$ cat config.mk
export PLATFORM = sky130hd
export DESIGN_NAME = sr_reg_bank
export DESIGN_NICKNAME = d
export VERILOG_FILES = /design/src/rtl/sr_reg_bank.sv
export SDC_FILE = /design/constraint.sdc
export NUM_CORES = 1
export LEC_CHECK = 0
export CORE_MARGIN = 2
export CORE_UTILIZATION = 50
export DETAILED_ROUTE_END_ITERATION = 8
export PLACE_DENSITY = 0.75
export SYNTH_ARGS = -nofsm -noshare
export SYNTH_HDL_FRONTEND = slang
export SYNTH_SLANG_ARGS = --single-unit
$ cat constraint.sdc
create_clock -name Clk -period 2.3 [get_ports Clk]
set_input_delay 0.23 -clock Clk [delete_from_list [all_inputs] [get_ports Clk]]
set_output_delay 0.23 -clock Clk [all_outputs]
set_load 0.1 [all_outputs]
$ cat src/rtl/sr_reg_bank.sv
// sr_reg_bank: bank of filtered synchronous S-R channels with conflict statistics
module sr_reg_bank #(
   parameter int               WIDTH         = 8,
   parameter int               CONFLICT_MODE = 0,
   parameter int               FILTER        = 2,
   parameter int               CNT_W         = 8,
   parameter logic [WIDTH-1:0] RESET_Q       = {WIDTH{1'b0}}
) (
   input  logic             Clk,
   input  logic             Reset,
   input  logic [WIDTH-1:0] S,
   input  logic [WIDTH-1:0] R,
   input  logic             Clr,
   output logic [WIDTH-1:0] Q,
   output logic [WIDTH-1:0] Qn,
   output logic [WIDTH-1:0] Chg,
   output logic             ConflictFlag,
   output logic [CNT_W-1:0] ConflictCnt
);
   localparam logic [3:0] FMAX = 4'(FILTER);
   logic [WIDTH-1:0][3:0] sc_q, sc_d, rc_q, rc_d;
   logic [WIDTH-1:0]      q_q, q_d, chg_q, se, re;
   logic                  flag_q, flag_d, hit;
   logic [CNT_W-1:0]      cnt_q, cnt_d;
   // Per-channel qualification counters and next-state resolution; se/re use the pre-edge count
   always_comb begin
      for (int i = 0; i < WIDTH; i++) begin
         sc_d[i] = S[i] ? ((sc_q[i] == FMAX) ? FMAX : sc_q[i] + 4'd1) : 4'd0;
         rc_d[i] = R[i] ? ((rc_q[i] == FMAX) ? FMAX : rc_q[i] + 4'd1) : 4'd0;
         se[i]   = S[i] & (sc_q[i] == FMAX);
         re[i]   = R[i] & (rc_q[i] == FMAX);
         q_d[i]  = (se[i] & re[i]) ? ((CONFLICT_MODE == 1) ? 1'b1 :
                                      (CONFLICT_MODE == 2) ? 1'b0 :
                                      (CONFLICT_MODE == 3) ? ~q_q[i] : q_q[i]) :
                   se[i] ? 1'b1 : re[i] ? 1'b0 : q_q[i];
      end
   end
   assign hit    = |(se & re);
   assign cnt_d  = Clr ? '0 : (hit && cnt_q != '1) ? cnt_q + 1'b1 : cnt_q;
   assign flag_d = Clr ? 1'b0 : flag_q | hit;
   // State, change pulses and conflict statistics; reset discards any partial qualification
   always_ff @(posedge Clk or posedge Reset) begin
      if (Reset) begin
         sc_q   <= '0;
         rc_q   <= '0;
         q_q    <= RESET_Q;
         chg_q  <= '0;
         flag_q <= 1'b0;
         cnt_q  <= '0;
      end else begin
         sc_q   <= sc_d;
         rc_q   <= rc_d;
         q_q    <= q_d;
         chg_q  <= q_d ^ q_q;
         flag_q <= flag_d;
         cnt_q  <= cnt_d;
      end
   end
   assign Q            = q_q;
   assign Qn           = ~q_q;
   assign Chg          = chg_q;
   assign ConflictFlag = flag_q;
   assign ConflictCnt  = cnt_q;
endmodule
== Yosys cells after proc, flatten, opt, wreduce, memory -nomap -nowiden ==
Cells that the tools add are included.

* Bits in registers: 89
* Output and inout bits: 33
* Logic and storage cells: 144

* Add/subtract/negate cells: 17
* Equality and inequality tests: 17
* Mux-type cells: 59
* Bitwise gates (word level): 28
* Reductions and logical operators: 3

{| class="wikitable"
|+ Operators with widths
! operator !! count
|-
| 4-bit two-way mux || 32
|-
| 4-bit by 1-bit adder with 4-bit output (second input constant) || 16
|-
| 4-bit by 2-bit == test with 1-bit output (second input constant) || 16
|-
| 1-bit two-way mux || 25
|-
| 1-bit AND || 24
|-
| 8-bit two-way mux || 2
|-
| 8-bit by 1-bit adder with 8-bit output (second input constant) || 1
|-
| 8-bit AND || 1
|-
| 8-bit != test (second input constant) || 1
|-
| 8-bit inverter || 1
|-
| 8-bit OR reduction || 1
|-
| 8-bit XOR || 1
|-
| 2-bit nonzero test || 1
|-
| 1-bit logical AND || 1
|-
| 1-bit bitwise OR || 1
|}

== Depth between registers and ports, before layout ==
* Word-level depth: 7
* Gate-level depth with buffers: 8
* Gate-level depth less buffers: 7

== Worst setup path before layout ==
Ideal clock, no wire load.

* Path kind: register -> register
* From: register cnt_q[0] (netlist: ConflictCnt[0])
* To: register cnt_q[0] (netlist: ConflictCnt[0])
* Library setup time: 0.125 ns
* Arrival time: 2.091 ns
* Data required time: 2.175 ns
* Slack: 0.085 ns
* Cell stages (with the launch flop): 6
* Period minus slack after synthesis: 2.215 ns
* Path through: dfrtp_1 ha_1 nand3_1 nor2b_1 nor2_1 mux2_2

* Cells in the longest elaborated chain, start to end: 3
* Elaborated cells on any way between the ends: 6
* Classes of those cells: add/sub (1); eq/ne (1); mux (2); reduce/logical (2)

{| class="wikitable"
|+ RTL lines
! element !! line !! source
|-
| start, declared || 24 || <nowiki>logic [CNT_W-1:0] cnt_q, cnt_d;</nowiki>
|-
| start signal, assigned || 56 || <nowiki>cnt_q <= cnt_d;</nowiki>
|-
| 8-bit by 1-bit adder with 8-bit output or 8-bit != test (tied branches) || 39 || <nowiki>assign cnt_d = Clr ? '0 : (hit && cnt_q != '1) ? cnt_q + 1'b1 : cnt_q;</nowiki>
|-
| 8-bit two-way mux or 1-bit logical AND (tied branches) || 39 ||
|-
| 8-bit two-way mux or 2-bit nonzero test (tied branches) || -- ||
|}

Several ways; a longest one is shown, not always the timed one. The select of a mux whose other input is x is not followed.
A chain may end at the register's enable or synchronous reset.

== Worst setup path in the final report ==
* From: register sc_q[4] (netlist bit)
* To: register cnt_q[0] (netlist: ConflictCnt[0])

* Cells in the longest elaborated chain, start to end: 6

{| class="wikitable"
|+ RTL lines
! element !! line !! source
|-
| start, declared || 21 || <nowiki>logic [WIDTH-1:0][3:0] sc_q, sc_d, rc_q, rc_d;</nowiki>
|-
| start signal, assigned || 44 || <nowiki>sc_q <= '0;</nowiki>
|-
| start signal, assigned || 51 || <nowiki>sc_q <= sc_d;</nowiki>
|-
| 4-bit by 2-bit == test with 1-bit output || 30 || <nowiki>se[i] = S[i] & (sc_q[i] == FMAX);</nowiki>
|-
| 1-bit AND || 30 ||
|-
| 8-bit AND || 38 || <nowiki>assign hit = |(se & re);</nowiki>
|-
| 8-bit OR reduction || 38 ||
|-
| 1-bit logical AND || 39 ||
|-
| 2-bit nonzero test (no line) || -- ||
|}

Every way passes these cells.

==> impl_metrics.ini <==
[clock_network]
clockBufferDepth = 2
clock-sinks = 89
root_buffer = clkbuf_8
cts_buffers = 9
insertion_delay_ps = 350
ctsHtreeMaxLevel = 3
cts_tree = yes
cts_setup_buffers = 0
hold_buffers = 0
clk_pin_slew_worst_paths_ps = 90
cts.repair.resized = 0

[synthesis]
synth_top_family_by_area = simple AND/OR/NAND/NOR gates
synth-edff-count = 0
synth_nets = 453
synth.top_cell.area_share = 0.4958
synth_flop_cell = dfrtp_1
ys_ff_latch = 89
ys_warn_count = 0
synthMuxAreaShare = 0.01811
synth_compound_area_frac = 0.07911
ys_seq_area_frac = 0.4958
yosys-top-cells-area = dfrtp_1, ha_1, and4bb_2
synth_top_cell_by_area = dfrtp_1
synth_simple_gate_area_frac = 0.2331
synth-xor-area-share = 0.03120
synthCells = 401
synth_fa_ha_area_frac = 0.1097
synthArstFlopShare = 1.000
mappedNetlistArea_mm2 = 0.004492
post_synth_num_cell_types = 36
synth.avg_cell_area_um2 = 11.20

[timing]
slew_viol_final = 0
hold_ws_ps = 357.2
period_share = 0.9230
setup_viol = 0
min_period_ps = 2123
setup_ws_ps = 177.0
setup_tns_ps = 0
skew_ps = 9.652
slew_headroom = 0.6987
worstMarginPinSlew_ps = 452.0
fmax_mhz = 471.0
hold_viol_final = 0
rsz0062_at_grt = no

[worst_hold_path]
min_path_type = in2async

[detailed_routing]
drc = 0
drtIter0Drc = 86
topRoutingLayerUsed = met4
totalWireLength_um = 7752
vias = 3081
dr.pass1.iters = 5
met3WireLength_um = 269
wl_per_cell_um = 13.37
wirelength_met1_um = 3589
met2_length_um = 3828
detail-route-antenna-nets = 0
avgViaCountPerCell = 5.312

[setup_path]
startpoint = sc_q[4]$_DFF_PP0_
worstSetupEndpointType = flip-flop
arrival_ps = 2360
rr_startpoint = sc_q[4]$_DFF_PP0_
cp.required_ps = 2540
critPathKind = reg2reg
startpoint_type = flip-flop
critPathMaxFanout = 14

[place]
pre_cts_ws_ps = 127.4
dpl_cell_area_mm2 = 0.005104
place_congestion = 0.7965
dp_cells = 564
portBuffers = 51
dp_hpwl_um = 5579

[pwr]
swShare = 0.4490
power.density_mw_per_mm2 = 1003
p_total_mw = 5.346
p_clk_frac = 0.225
p_sw_mw = 2.401
seqPwrFrac = 0.370
intPower_mw = 2.946
combPwrFrac = 0.405
leakage_nw = 2.410
ir_worst_vdd_uv = 763.6

[global_routing]
grt_pass1_vias = 3160
grt_antenna_before_repair = 0
grt_first_pass_wirelength_um = 13580
grt.overflow.total = 0
grt_max_degree = 90
grt_usage = 0.1679

[die]
core.rowCount = 34
io_pins = 52
start_util = 0.5151
core_area_mm2 = 0.008721
die_area_mm2 = 0.009757
dieHeight_um = 98.78
fp.dieW_um = 98.78

[run]
drv_cap = 0

[status]
outcome = completed

[final_layout]
fill_cells = 730
fin_cells = 580
nNetsFinal = 519
drive_above_1_share = 0.1547
area_delta_synth_final_pct = 18.72
n_antenna_cell = 0
final_core_util = 0.6115
design_area_mm2 = 0.005333
critical path, cell delays in order (launching register included):
cell	delay (ps)
dfrtp_1	380
inv_1	70
ha_1	220
and4bb_2	270
a22oi_1	300
and4_4	380
nor2_1	100
mux2_2	290
cell type report:
class / count / area [µm²] / area share
Sequential cell: 89 / 2227 / 0.4176
Tap cell: 108 / 135.1 / 0.02534
Clock inverter: 6 / 91.34 / 0.01713
Clock buffer: 10 / 137.6 / 0.02581
Multi-Input combinational cell: 273 / 2117 / 0.3970
Timing Repair Buffer: 56 / 478.0 / 0.08963
Inverter: 38 / 146.4 / 0.02745
metal layers:
layer	global-route usage	up-vias
li1	-	1514
met1	0.2152	1510
met2	0.2869	51
met3	0.03617	6
met4	0.04953	0
met5	0	-
cells in the final DEF (no fill, tap or decap), types with 5 or more instances in the layout:
master,instances
a21boi_0,10
a21oi_1,9
and2_1,16
and4bb_2,15
buf_4,37
clkbuf_8,10
clkdlybuf4s50_1,18
dfrtp_1,89
ha_1,33
inv_1,37
maj3_1,8
mux2i_1,7
nand2_1,13
nand2b_1,28
nand3_1,26
nand3b_1,10
nor2_1,8
nor2b_1,24
nor3b_1,10
o21ai_0,8
o311a_1,5
xnor2_1,16
flip-flops by register name (all words and copies together) (netlist names):
name and flops:
Chg 8, rc_q 32, ConflictFlag 1, ConflictCnt 8
sc_q 32, Q 8
worst paths after layout:
path / depth (start not counted) / endpoint / slack [ps]
max in group asynchronous: 3 / Chg[2]$_DFF_PP0_ / 1610
setup / recovery: 7 / ConflictCnt[0]$_DFFE_PP0P_ / 180
hold / removal: 3 / rc_q[6]$_DFF_PP0_ / 360
setup reg to reg: 7 / ConflictCnt[0]$_DFFE_PP0P_ / 180
min in group Clk: 1 / rc_q[20]$_DFF_PP0_ / 500
hold reg to reg: 1 / rc_q[20]$_DFF_PP0_ / 500
power by group through the flow:
| stage | sequential, mW | combinational [mW] | clock [mW] |
|---|---|---|---|
| 3_3_place_gp | 2.00 | 2.15 | 0 |
| 6_report | 1.98 | 2.17 | 1.20 |
| 3_5_place_dp | 2.01 | 2.18 | 0 |
| 2_1_floorplan | 2.66 | 1.03 | 0 |
| 5_1_grt | 2.01 | 2.29 | 1.30 |
| 4_1_cts | 1.98 | 2.19 | 1.25 |
synth_stat cells (10+ instances only):
library cell / count
a21boi_0: 10
and2_1: 16
and4bb_2: 15
dfrtp_1: 89
ha_1: 33
inv_1: 38
nand2_1: 13
nand2b_1: 28
nand3_1: 26
nand3b_1: 10
nor2b_1: 24
nor3b_1: 10
xnor2_1: 16
logic make-up after synthesis:
group,count (synthesis)
and+or+nand+nor,159
DFF,89
AOI/OAI and AO/OA,49
adders and majority gates,41
buffers and inverters,39
xor gates and xnor gates,16
muxes,8
Power figures use the tool's default switching activity.
